$ cat config.mk
export PLATFORM = sky130hd
export DESIGN_NAME = imm_share_arbiter
export DESIGN_NICKNAME = d
export VERILOG_FILES = /design/src/rtl/imm_arb_pkg.sv /design/src/rtl/imm_share_arbiter_imm_gen.sv /design/src/rtl/imm_share_arbiter.sv
export SDC_FILE = /design/constraint.sdc
export NUM_CORES = 1
export LEC_CHECK = 0
export ABC_AREA = 0
export ABC_CLOCK_PERIOD_IN_PS = 2050
export CAP_MARGIN = 20
export CORE_MARGIN = 1.5
export CORE_UTILIZATION = 30
export CTS_BUF_LIST = sky130_fd_sc_hd__clkbuf_8
export CTS_CLUSTER_SIZE = 16
export DETAILED_ROUTE_END_ITERATION = 12
export PLACE_DENSITY = 0.64
export SLEW_MARGIN = 20
export SYNTH_ARGS = -nofsm -noshare
export SYNTH_HDL_FRONTEND = slang
export SYNTH_SLANG_ARGS = --single-unit
$ cat constraint.sdc
create_clock -name clk -period 2.05 [get_ports clk]
set_input_delay 0.41 -clock clk [delete_from_list [all_inputs] [get_ports clk]]
set_output_delay 0.41 -clock clk [all_outputs]
set_load 0.02 [all_outputs]
$ cat src/rtl/imm_arb_pkg.sv
// Shared definitions for the two-requester immediate-generator arbiter.
// Holds the response FSM states, the requester index type, RV32I opcode
// constants used by the immediate generator, and the round-robin helper.
package imm_arb_pkg;

    // Response holding register: empty or holding a response
    typedef enum logic {
        IDLE = 1'b0,
        HOLD = 1'b1
    } state_t;

    // Index of a requester (only two requesters exist)
    typedef logic req_id_t;

    // After reset requester 1 is treated as the last winner,
    // so requester 0 wins the first contention
    localparam req_id_t RESET_LAST_GRANT = 1'b1;

    // RV32I major opcodes that carry an immediate
    localparam logic [6:0] OPC_LOAD   = 7'b0000011;
    localparam logic [6:0] OPC_OP_IMM = 7'b0010011;
    localparam logic [6:0] OPC_JALR   = 7'b1100111;
    localparam logic [6:0] OPC_STORE  = 7'b0100011;
    localparam logic [6:0] OPC_BRANCH = 7'b1100011;
    localparam logic [6:0] OPC_LUI    = 7'b0110111;
    localparam logic [6:0] OPC_AUIPC  = 7'b0010111;
    localparam logic [6:0] OPC_JAL    = 7'b1101111;

    // Round-robin pick: a lone requester always wins, on contention the
    // requester that did not win last time gets the grant
    function automatic req_id_t rr_pick(input logic v0, input logic v1,
                                        input req_id_t last);
        req_id_t pick;
        if (v0 && v1) begin
            pick = ~last;
        end else if (v1) begin
            pick = 1'b1;
        end else begin
            pick = 1'b0;
        end
        return pick;
    endfunction

endpackage

$ cat src/rtl/imm_share_arbiter_imm_gen.sv
// RV32I immediate generator. Produces the sign-extended 32-bit immediate
// for the instruction format implied by the opcode; formats without an
// immediate (R-type, system, unknown) yield zero.
module imm_Gen
    import imm_arb_pkg::*;
(
    input  logic [31:0] inst,
    output logic [31:0] imm
);

    // Reassemble the immediate fields according to the instruction format
    always_comb begin
        imm = 32'h0000_0000;
        case (inst[6:0])
            OPC_LOAD, OPC_OP_IMM, OPC_JALR: begin
                imm = {{20{inst[31]}}, inst[31:20]};
            end
            OPC_STORE: begin
                imm = {{20{inst[31]}}, inst[31:25], inst[11:7]};
            end
            OPC_BRANCH: begin
                imm = {{19{inst[31]}}, inst[31], inst[7], inst[30:25],
                       inst[11:8], 1'b0};
            end
            OPC_LUI, OPC_AUIPC: begin
                imm = {inst[31:12], 12'h000};
            end
            OPC_JAL: begin
                imm = {{11{inst[31]}}, inst[31], inst[19:12], inst[20],
                       inst[30:21], 1'b0};
            end
            default: begin
                imm = 32'h0000_0000;
            end
        endcase
    end

endmodule

$ cat src/rtl/imm_share_arbiter.sv
// Two requesters share one immediate generator. A round-robin arbiter picks
// one instruction per cycle, the generator decodes it, and the result is
// registered as a single-entry response that the consumer drains with
// resp_ready. A drain and a new acceptance may happen in the same cycle,
// giving one response per cycle. flush drops the held response.
module imm_share_arbiter
    import imm_arb_pkg::*;
#(
    parameter int N_REQ = 2
) (
    input  logic        clk,
    input  logic        reset,
    input  logic        flush,
    input  logic        req0_valid,
    input  logic [31:0] req0_inst,
    output logic        req0_ready,
    input  logic        req1_valid,
    input  logic [31:0] req1_inst,
    output logic        req1_ready,
    output logic        resp_valid,
    output logic        resp_id,
    output logic [31:0] resp_imm,
    input  logic        resp_ready
);

    state_t           state_q, state_d;
    req_id_t          last_grant_q, last_grant_d;
    req_id_t          resp_id_q, resp_id_d;
    logic [31:0]      resp_imm_q, resp_imm_d;

    req_id_t          grant;
    logic             can_accept;
    logic             accept;
    logic [N_REQ-1:0] ready_vec;
    logic [31:0]      sel_inst;
    logic [31:0]      gen_imm;

    // A new request fits when the holding register is empty or is being
    // drained this cycle; flush and reset close the window
    always_comb begin
        can_accept = !reset && !flush && ((state_q == IDLE) || resp_ready);
    end

    // Round-robin grant and the one-hot ready it produces
    always_comb begin
        grant     = rr_pick(req0_valid, req1_valid, last_grant_q);
        ready_vec = '0;
        if (can_accept) begin
            ready_vec[0] = req0_valid && (grant == 1'b0);
            ready_vec[1] = req1_valid && (grant == 1'b1);
        end
    end

    assign req0_ready = ready_vec[0];
    assign req1_ready = ready_vec[1];
    assign accept     = |ready_vec;

    // Steer the granted instruction into the shared generator
    always_comb begin
        sel_inst = (grant == 1'b1) ? req1_inst : req0_inst;
    end

    imm_Gen u_imm_gen (
        .inst (sel_inst),
        .imm  (gen_imm)
    );

    // Next response and arbitration history; acceptance outranks the
    // drain so a drain-plus-accept cycle keeps the register full
    always_comb begin
        state_d      = state_q;
        last_grant_d = last_grant_q;
        resp_id_d    = resp_id_q;
        resp_imm_d   = resp_imm_q;
        if (accept) begin
            state_d      = HOLD;
            last_grant_d = grant;
            resp_id_d    = grant;
            resp_imm_d   = gen_imm;
        end else if (flush) begin
            state_d = IDLE;
        end else if ((state_q == HOLD) && resp_ready) begin
            state_d = IDLE;
        end
    end

    // Register the response FSM, payload and grant history
    always_ff @(posedge clk) begin
        if (reset) begin
            state_q      <= IDLE;
            last_grant_q <= RESET_LAST_GRANT;
            resp_id_q    <= 1'b0;
            resp_imm_q   <= 32'h0000_0000;
        end else begin
            state_q      <= state_d;
            last_grant_q <= last_grant_d;
            resp_id_q    <= resp_id_d;
            resp_imm_q   <= resp_imm_d;
        end
    end

    assign resp_valid = (state_q == HOLD);
    assign resp_id    = resp_id_q;
    assign resp_imm   = resp_imm_q;

endmodule

==> results.json, run 1 <==
{
  "synth-edff-count": 0,
  "grt_max_degree": 22,
  "worstPathMaxFanout": 10,
  "crit_type": "in2reg",
  "dpl.hpwl_um": 4860,
  "start_kind": "input pin",
  "cp-end-kind": "register",
  "synth_cell_types": 43,
  "syn_area_um2": 1960,
  "antenna_found_initial": 0,
  "cellLeakagePower_nw": 1.37,
  "num_rows": 29,
  "io_pins": 106,
  "ys_seq_elements": 35,
  "drt_drc_violations_left": 0,
  "timing_hold_violations_final": 0,
  "drt-total-wl_um": 6150,
  "fin_crit_sh_pct": 97.1,
  "slew_viol_final": 0,
  "grt-ovfl-total": 0,
  "core-area_um2": 6310,
  "final_cells": 445,
  "multiInputGateArea_um2": 1210,
  "cts_buffer_depth": 2,
  "avgSynthCellArea_um2": 8.70,
  "syn_inst": 225,
  "max_slew_margin_pct": 74.0,
  "fin_worst_skew_ns": 0.00855,
  "min_path_type": "reg2reg",
  "synthFlopType": "dfxtp_1",
  "drive_gt1_share_pct": 21.5,
  "viasPerCell": 5.07,
  "dp_cells": 433,
  "cts.sinks": 35,
  "die_w_um": 83.8,
  "clk_pin_slew_ns": 0.08,
  "io_buffers": 105,
  "clkLatencyLatePin_ns": 0.28,
  "async_reset_ff_share_pct": 0,
  "required_ns": 2.27,
  "numCtsBuffers": 5,
  "drt-initial-drc-count": 81,
  "seq_area_um2": 701,
  "gp_congestion": 0.854,
  "period_minus_slack_ns": 1.99,
  "antenna_left": 0,
  "postSynthNetCount": 295,
  "area_delta_synth_final_pct": 80.8,
  "yosys_warnings": 0,
  "grt_pass1_vias": 2204,
  "die_area_um2": 7020,
  "rsz0062_at_grt": "false",
  "finalNetCount": 437,
  "yosysSeqAreaShare_pct": 35.8,
  "grt_first_pass_wirelength_um": 9960,
  "cts_tree": "yes",
  "cts_hold_buffers": 0,
  "n_antenna_cell": 0,
  "stdcell_area_um2": 3540,
  "max_freq_ghz": 0.502,
  "crit_arrival_ns": 2.21,
  "start_util_pct": 31.0,
  "cap_violations": 0,
  "cts_root_buffer": "clkbuf_8",
  "nFillCells": 599,
  "h-tree-depth": 2,
  "wl_per_cell_um": 13.8,
  "route.vias.total": 2256,
  "post_dp_cell_area_um2": 3350,
  "grt_usage_pct": 17.3,
  "status": "completed",
  "final-setup-viol-count": 0,
  "peakVddDrop_uv": 300,
  "dr.pass1.iters": 6,
  "cellPowerDensity_nw_per_um2": 506,
  "worst-slew-pin-transition_ns": 0.389,
  "die_y_um": 83.8
}
power breakdown:
part	internal, mW	switching [mW]	leakage [nW]
registers	0.699	0.0113	0.284
clock network	0.362	0.255	0.0581
logic	0.270	0.192	1.03
critical path: stages:
cell,delay (ns)
clkdlybuf4s50_1,0.43
or3_4,0.42
o221ai_4,0.17
o31ai_4,0.12
a21o_1,0.18
or2_1,0.25
buf_12,0.16
o21ai_2,0.05
logic make-up after synthesis:
kind of cell | share of synthesized area [%]
flip-flops | 35.8
AND/OR/NAND/NOR | 20.2
multiplexers | 13.4
buffers and inverters | 4.28
AO/OA/AOI/OAI | 26.4
what timing repair did:
item | 4_1_cts | 5_1_grt
cloned | 0 | 1
pin swaps | 0 | 2
setup buffers | 0 | 3
setup endpoints to repair | 11 | 24
resized for setup | 8 | 16
cell type report:
type,count,share of cell area (%)
Inverter,1,0.106
Clock buffer,5,1.94
Tap cell,77,2.72
Timing Repair Buffer,149,39.9
Clock inverter,3,1.24
Sequential cell,35,19.8
Multi-Input combinational cell,175,34.3
flip-flops by register name, indices dropped and copies added (netlist names):
register,cells
resp_imm,32
last_grant_q,1
resp_valid,1
resp_id,1
synth_stat cells (2+ instances only):
cell type | number | area, um^2
nor3_1 | 18 | 90.1
nand3_1 | 3 | 15.0
nor4_1 | 2 | 12.5
nor3b_2 | 2 | 25.0
nand2_1 | 15 | 56.3
nor2b_1 | 2 | 12.5
nand2b_1 | 2 | 12.5
a31oi_1 | 3 | 18.8
buf_6 | 2 | 22.5
a21oi_1 | 19 | 95.1
o21ai_0 | 17 | 85.1
dfxtp_1 | 35 | 701
and3_1 | 4 | 25.0
a22o_1 | 8 | 70.1
mux2i_1 | 25 | 250
clkbuf_1 | 5 | 18.8
nand3b_1 | 4 | 30.0
o22ai_1 | 5 | 31.3
buf_4 | 2 | 15.0
nor2_1 | 17 | 63.8
o21ai_2 | 10 | 87.6
buf_2 | 4 | 20.0
per-stage QoR:
step | worst slack, ns | TNS, ns | utilization, % | hold WS (ns) | power (mW)
2_1_floorplan | 0.198 | 0 | - | 0.483 | 0.907
3_3_place_gp | -0.333 | -8.74 | 53.1 | 0.429 | 1.17
3_5_place_dp | -0.338 | -8.65 | 53.1 | 0.431 | 1.17
4_1_cts | 0.00501 | 0 | 55.0 | 0.441 | 1.80
5_1_grt | 0.00673 | 0 | 56.1 | 0.479 | 1.88
6_report | 0.0598 | 0 | 56.1 | 0.436 | 1.79
routing by layer:
| metal | GRT usage, % | up-vias | part of all wire, % |
|---|---|---|---|
| li1 | - | 1120 | - |
| met1 | 21.1 | 1059 | 45 |
| met2 | 29.9 | 70 | 48 |
| met3 | 5.14 | 7 | 6.9 |
| met4 | 4.02 | 0 | 0.75 |
| met5 | 0 | - | 0 |
layout by cell type, fill, tap and decap left out, types with 2 or more instances in the layout:
cell             Yosys  layout
clkdlybuf4s50_1      0     101
buf_4                2      41
dfxtp_1             35      35
mux2i_1             25      25
a21oi_1             19      19
nor3_1              18      18
nor2_1              17      17
nand2_1             15      15
o21ai_2             10      11
o21ai_0             17       9
o21ai_1              1       8
a22o_1               8       8
o22ai_1              5       5
clkbuf_8             0       5
and3_1               4       4
nand3b_1             4       4
a31oi_1              3       3
nand2b_1             2       2
nor2b_1              2       2
nor4_2               0       2
nand3_1              3       2
dlymetal6s2s_1       0       2
buf_2                4       2
worst paths after layout:
kind | start | to | slack [ns] | cells after the start
worst max-delay path | req0_inst[3] | resp_imm[26]$_SDFFE_PP0P_ | 0.06 | 8
worst min-delay path | resp_imm[11]$_SDFFE_PP0P_ | resp_imm[11]$_SDFFE_PP0P_ | 0.44 | 2
worst max register to register | last_grant_q$_SDFFE_PP1P_ | resp_imm[16]$_SDFFE_PP0P_ | 0.31 | 6
worst min register to register | resp_imm[11]$_SDFFE_PP0P_ | resp_imm[11]$_SDFFE_PP0P_ | 0.44 | 2
Note: power is estimated with default switching activity, not from simulation.
==> run 2, diff against run 1 <==
Settings changed: PLACE_DENSITY 0.64 to unset, SKIP_CTS_REPAIR_TIMING set to 1.
==> results.json, run 2 (synthesis results as in run 1) <==
{
  "h-tree-depth": 2,
  "clkPwrFrac_pct": 29.6,
  "post_dp_cell_area_um2": 3360,
  "min_path_type": "reg2reg",
  "fin_hold_ws_ns": 0.442,
  "p_int_mw": 1.25,
  "period_minus_slack_ns": 2.00,
  "clk_pin_slew_ns": 0.07,
  "status": "completed",
  "area_delta_synth_final_pct": 85.6,
  "max_slew_margin_pct": 76.4,
  "die_y_um": 83.8,
  "final_common_cell": "clkdlybuf4s50_1",
  "finalNetCount": 444,
  "n_antenna_cell": 0,
  "switching_share_pct": 26.5,
  "max_freq_ghz": 0.499,
  "timing_hold_violations_final": 0,
  "cts.sinks": 35,
  "num_rows": 29,
  "route.vias.total": 2204,
  "dr.pass1.iters": 4,
  "antenna_found_initial": 0,
  "utilization_pct": 57.6,
  "die_area_um2": 7020,
  "drt-initial-drc-count": 56,
  "cap_violations": 0,
  "wl_per_cell_um": 14.0,
  "grt_first_pass_wirelength_um": 10100,
  "drive_gt1_share_pct": 23.3,
  "cts_root_buffer": "clkbuf_8",
  "clkLatencyLatePin_ns": 0.28,
  "die_w_um": 83.8,
  "cts_buffer_depth": 2,
  "cellLeakagePower_nw": 1.46,
  "grt_pass1_vias": 2141,
  "largest_reg_flops": 32,
  "slew_viol_final": 0,
  "dpl.hpwl_um": 4850,
  "start_kind": "input pin",
  "p_seq_share_pct": 42.0,
  "core-area_um2": 6310,
  "setup_ws_ns": 0.0477,
  "gp_congestion": 0.885,
  "numCtsBuffers": 5,
  "antenna_left": 0,
  "cellPowerDensity_nw_per_um2": 466,
  "worst-slew-pin-transition_ns": 0.355,
  "drt_drc_violations_left": 0,
  "drt-total-wl_um": 6310,
  "grt-ovfl-total": 0,
  "fin_worst_skew_ns": 0.00705,
  "cts_tree": "yes",
  "required_ns": 2.26,
  "stdcell_area_um2": 3630,
  "seq_area_um2": 701,
  "grt_usage_pct": 17.6,
  "cp-end-kind": "register",
  "grt_max_degree": 22,
  "peakVddDrop_uv": 299,
  "io_pins": 106,
  "multiInputGateArea_um2": 1260,
  "worstPathMaxFanout": 10,
  "p_comb_share_pct": 28.5,
  "fin_crit_sh_pct": 97.7,
  "nFillCells": 606,
  "final_cell_mix": "97 x clkdlybuf4s50_1, 48 x buf_4, 35 x dfxtp_1, 24 x mux2i_1, 19 x a21oi_1",
  "dp_slack_ns": -0.363,
  "io_buffers": 105,
  "crit_arrival_ns": 2.22,
  "viasPerCell": 4.89,
  "p_sw_mw": 0.449,
  "start_util_pct": 31.0,
  "final-setup-viol-count": 0,
  "crit_type": "in2reg"
}
## run 2: layer usage
metal / routed length, um / vias up / part of all wire [%] / track usage (%)
met1: 2790 / 989 / 44 / 21.0
li1: - / 1138 / - / -
met3: 453 / 2 / 7.2 / 5.64
met5: 0 / - / 0 / 0
met2: 3050 / 75 / 48 / 30.3
met4: 15 / 0 / 0.24 / 5.22
## run 2: through the flow
stage / setup TNS, ns / power [mW] / instances
5_1_grt: -0.0967 / 1.78 / 451
2_1_floorplan: 0 / 0.907 / 225
3_5_place_dp: -8.58 / 1.17 / 434
3_3_place_gp: -7.71 / 1.17 / 434
4_1_cts: -1.31 / 1.68 / 441
6_report: 0 / 1.69 / 451
## run 2: worst max-delay path, stage by stage
cell	delay [ns]
clkdlybuf4s50_1	0.41
nand3b_1	0.33
o221ai_4	0.26
o31ai_4	0.14
a21o_1	0.21
or2_4	0.24
buf_12	0.15
o21ai_2	0.05
## run 2: final cells by class
class                           instances  area share (%)
Tap cell                               77            2.65
Clock buffer                            6            2.27
Clock inverter                          1           0.138
Inverter                                1           0.103
Sequential cell                        35            19.3
Timing Repair Buffer                  156            41.0
Multi-Input combinational cell        175            34.6
## run 2: worst paths after layout
kind                        startpoint                   endpoint  slack [ns]  cells after the start
min          resp_imm[11]$_SDFFE_PP0P_  resp_imm[11]$_SDFFE_PP0P_        0.44                      2
max reg2reg  last_grant_q$_SDFFE_PP1P_  resp_imm[14]$_SDFFE_PP0P_        0.23                      7
max                       req0_inst[2]  resp_imm[27]$_SDFFE_PP0P_        0.05                      8
min reg2reg  resp_imm[11]$_SDFFE_PP0P_  resp_imm[11]$_SDFFE_PP0P_        0.44                      2
## run 2: power by group through the flow
| stage | Clock (mW) | Sequential (mW) | Combinational (mW) |
|---|---|---|---|
| 3_5_place_dp | 0 | 0.726 | 0.448 |
| 4_1_cts | 0.518 | 0.711 | 0.449 |
| 5_1_grt | 0.548 | 0.713 | 0.519 |
| 3_3_place_gp | 0 | 0.726 | 0.445 |
| 2_1_floorplan | 0 | 0.747 | 0.160 |
| 6_report | 0.501 | 0.711 | 0.483 |
==> run 3, diff against run 2 <==
Settings changed: CELL_PAD_IN_SITES_DETAIL_PLACEMENT set to 0, CELL_PAD_IN_SITES_GLOBAL_PLACEMENT set to 2, CORE_UTILIZATION 30 to 22, PLACE_DENSITY_LB_ADDON set to 0.1, SLEW_MARGIN 20 to 25.
==> results.json, run 3 (synthesis results as in run 1) <==
{
  "status": "completed",
  "cap_violations": 0,
  "p_comb_share_pct": 28.8,
  "holdPathStages": 2,
  "grt_first_pass_wirelength_um": 10700,
  "cts.sinks": 35,
  "reg2regPathDepth": 6,
  "crit_chain": "clkdlybuf4s50_1 > nor2b_1 > nor3b_2 > buf_4 > a21oi_2 > buf_4 > a31oi_2 > buf_4 > a22o_1",
  "worstPathMaxFanout": 9,
  "cp-end-kind": "register",
  "antenna_found_initial": 0,
  "io_pins": 106,
  "p_int_mw": 1.21,
  "viasPerCell": 4.54,
  "largest_reg_flops": 32,
  "h-tree-depth": 2,
  "final_common_cell": "clkdlybuf4s50_1",
  "peakVddDrop_uv": 193,
  "crit_arrival_ns": 2.15,
  "clkLatencyLatePin_ns": 0.28,
  "finalNetCount": 445,
  "start_util_pct": 22.6,
  "core-area_um2": 8680,
  "post_dp_cell_area_um2": 3420,
  "drt_drc_violations_left": 0,
  "min_to": "resp_imm[11]$_SDFFE_PP0P_",
  "drt-initial-drc-count": 41,
  "worstHoldStart": "resp_imm[11]$_SDFFE_PP0P_",
  "route.vias.total": 2195,
  "slew_viol_final": 0,
  "finalPower_mw": 1.67,
  "clk_pin_slew_ns": 0.07,
  "max_slew_margin_pct": 76.3,
  "die_y_um": 97.3,
  "die_w_um": 97.3,
  "stdcell_area_um2": 3660,
  "clkPwrFrac_pct": 28.7,
  "period_minus_slack_ns": 1.97,
  "crit_type": "in2reg",
  "p_sw_mw": 0.460,
  "cpLargestDelayFamily": "buffers and inverters",
  "drive_gt1_share_pct": 25.5,
  "drt-total-wl_um": 6590,
  "wl_per_cell_um": 13.6,
  "cts_buffer_depth": 2,
  "rsz0062_at_grt": "true",
  "worst_path_max_delay_cell": "clkdlybuf4s50_1",
  "numCtsBuffers": 5,
  "cpPeakStageDelay_ns": 0.42,
  "n_antenna_cell": 0,
  "switching_share_pct": 27.5,
  "gp_congestion": 0.791,
  "p_seq_share_pct": 42.5,
  "num_rows": 34,
  "cellPowerDensity_nw_per_um2": 456,
  "timing.rr.start": "last_grant_q$_SDFFE_PP1P_",
  "cts_tree": "yes",
  "grt-ovfl-total": 0,
  "grt_pass1_vias": 2121,
  "timing_hold_violations_final": 0,
  "required_ns": 2.22,
  "cpMostUsedCell": "buf_4",
  "dpl.hpwl_um": 5220,
  "io_buffers": 105,
  "final_cell_mix": "97 x clkdlybuf4s50_1, 49 x buf_4, 35 x dfxtp_1, 20 x mux2i_1, 19 x a21oi_1",
  "start_kind": "input pin",
  "final-setup-viol-count": 0,
  "area_delta_synth_final_pct": 87.2,
  "grt_usage_pct": 13.8,
  "utilization_pct": 42.2,
  "antenna_left": 0,
  "max_freq_ghz": 0.507,
  "r2r-end": "resp_imm[17]$_SDFFE_PP0P_",
  "cts_root_buffer": "clkbuf_8",
  "die_area_um2": 9480,
  "grt_max_degree": 22,
  "cellLeakagePower_nw": 1.43,
  "setup_tns_ns": 0,
  "fin_crit_sh_pct": 96.3,
  "path_buf_inv": 4,
  "worst-slew-pin-transition_ns": 0.356,
  "fin_worst_skew_ns": 0.00270,
  "dr.pass1.iters": 4,
  "rrSetupSlack_ns": 0.31,
  "min_path_type": "reg2reg"
}
==> run 3: worst max path at each step <==
stage | start | endpoint | slack, ns | cells after the start
floorplan | req1_valid | req1_ready | 0.20 | 5
global placement | req0_valid | resp_imm[30]$_SDFFE_PP0P_ | -0.37 | 8
detailed placement | req1_valid | resp_imm[26]$_SDFFE_PP0P_ | -0.40 | 9
CTS | resp_ready | req0_ready | -0.36 | 6
global route | resp_ready | req0_ready | -0.008 | 6
finish | req1_inst[5] | resp_imm[17]$_SDFFE_PP0P_ | 0.08 | 9
==> run 3: through the flow <==
stage,instances,hold slack (ns),setup slack (ns)
2_1_floorplan,225,0.483,0.198
3_3_place_gp,469,0.433,-0.372
3_5_place_dp,469,0.436,-0.398
4_1_cts,477,0.447,-0.361
5_1_grt,484,0.479,-0.00831
6_report,484,0.444,0.0759
==> run 3: area by class of cell <==
cell class	instances	area, um^2
Fill cell	918	5010
Timing Repair Buffer	157	1470
Multi-Input combinational cell	175	1270
Sequential cell	35	701
Tap cell	108	135
Clock buffer	5	68.8
Clock inverter	3	16.3
Inverter	1	3.75
==> run 3: layer usage <==
metal,GRT usage (%),vias to the layer above,routed length (um)
met3,3.96,2,458
met4,3.63,0,43
met1,19.5,998,3220
li1,-,1132,-
met5,0,-,0
met2,20.7,63,2860
==> run 3: power groups by stage <==
stage | sequential (mW) | clock [mW] | combinational (mW)
final | 0.710 | 0.480 | 0.481
after CTS | 0.710 | 0.507 | 0.459
after floorplan | 0.747 | 0 | 0.160
after detailed placement | 0.726 | 0 | 0.456
after global routing | 0.713 | 0.535 | 0.520
after global placement | 0.726 | 0 | 0.455
==> run 3: worst reg2reg max path: stages (launching register included) <==
cell and delay (ns):
dfxtp_1 0.36, a21bo_1 0.25, buf_4 0.17, o31ai_4 0.30
a31oi_2 0.16, buf_4 0.19, a22o_1 0.20
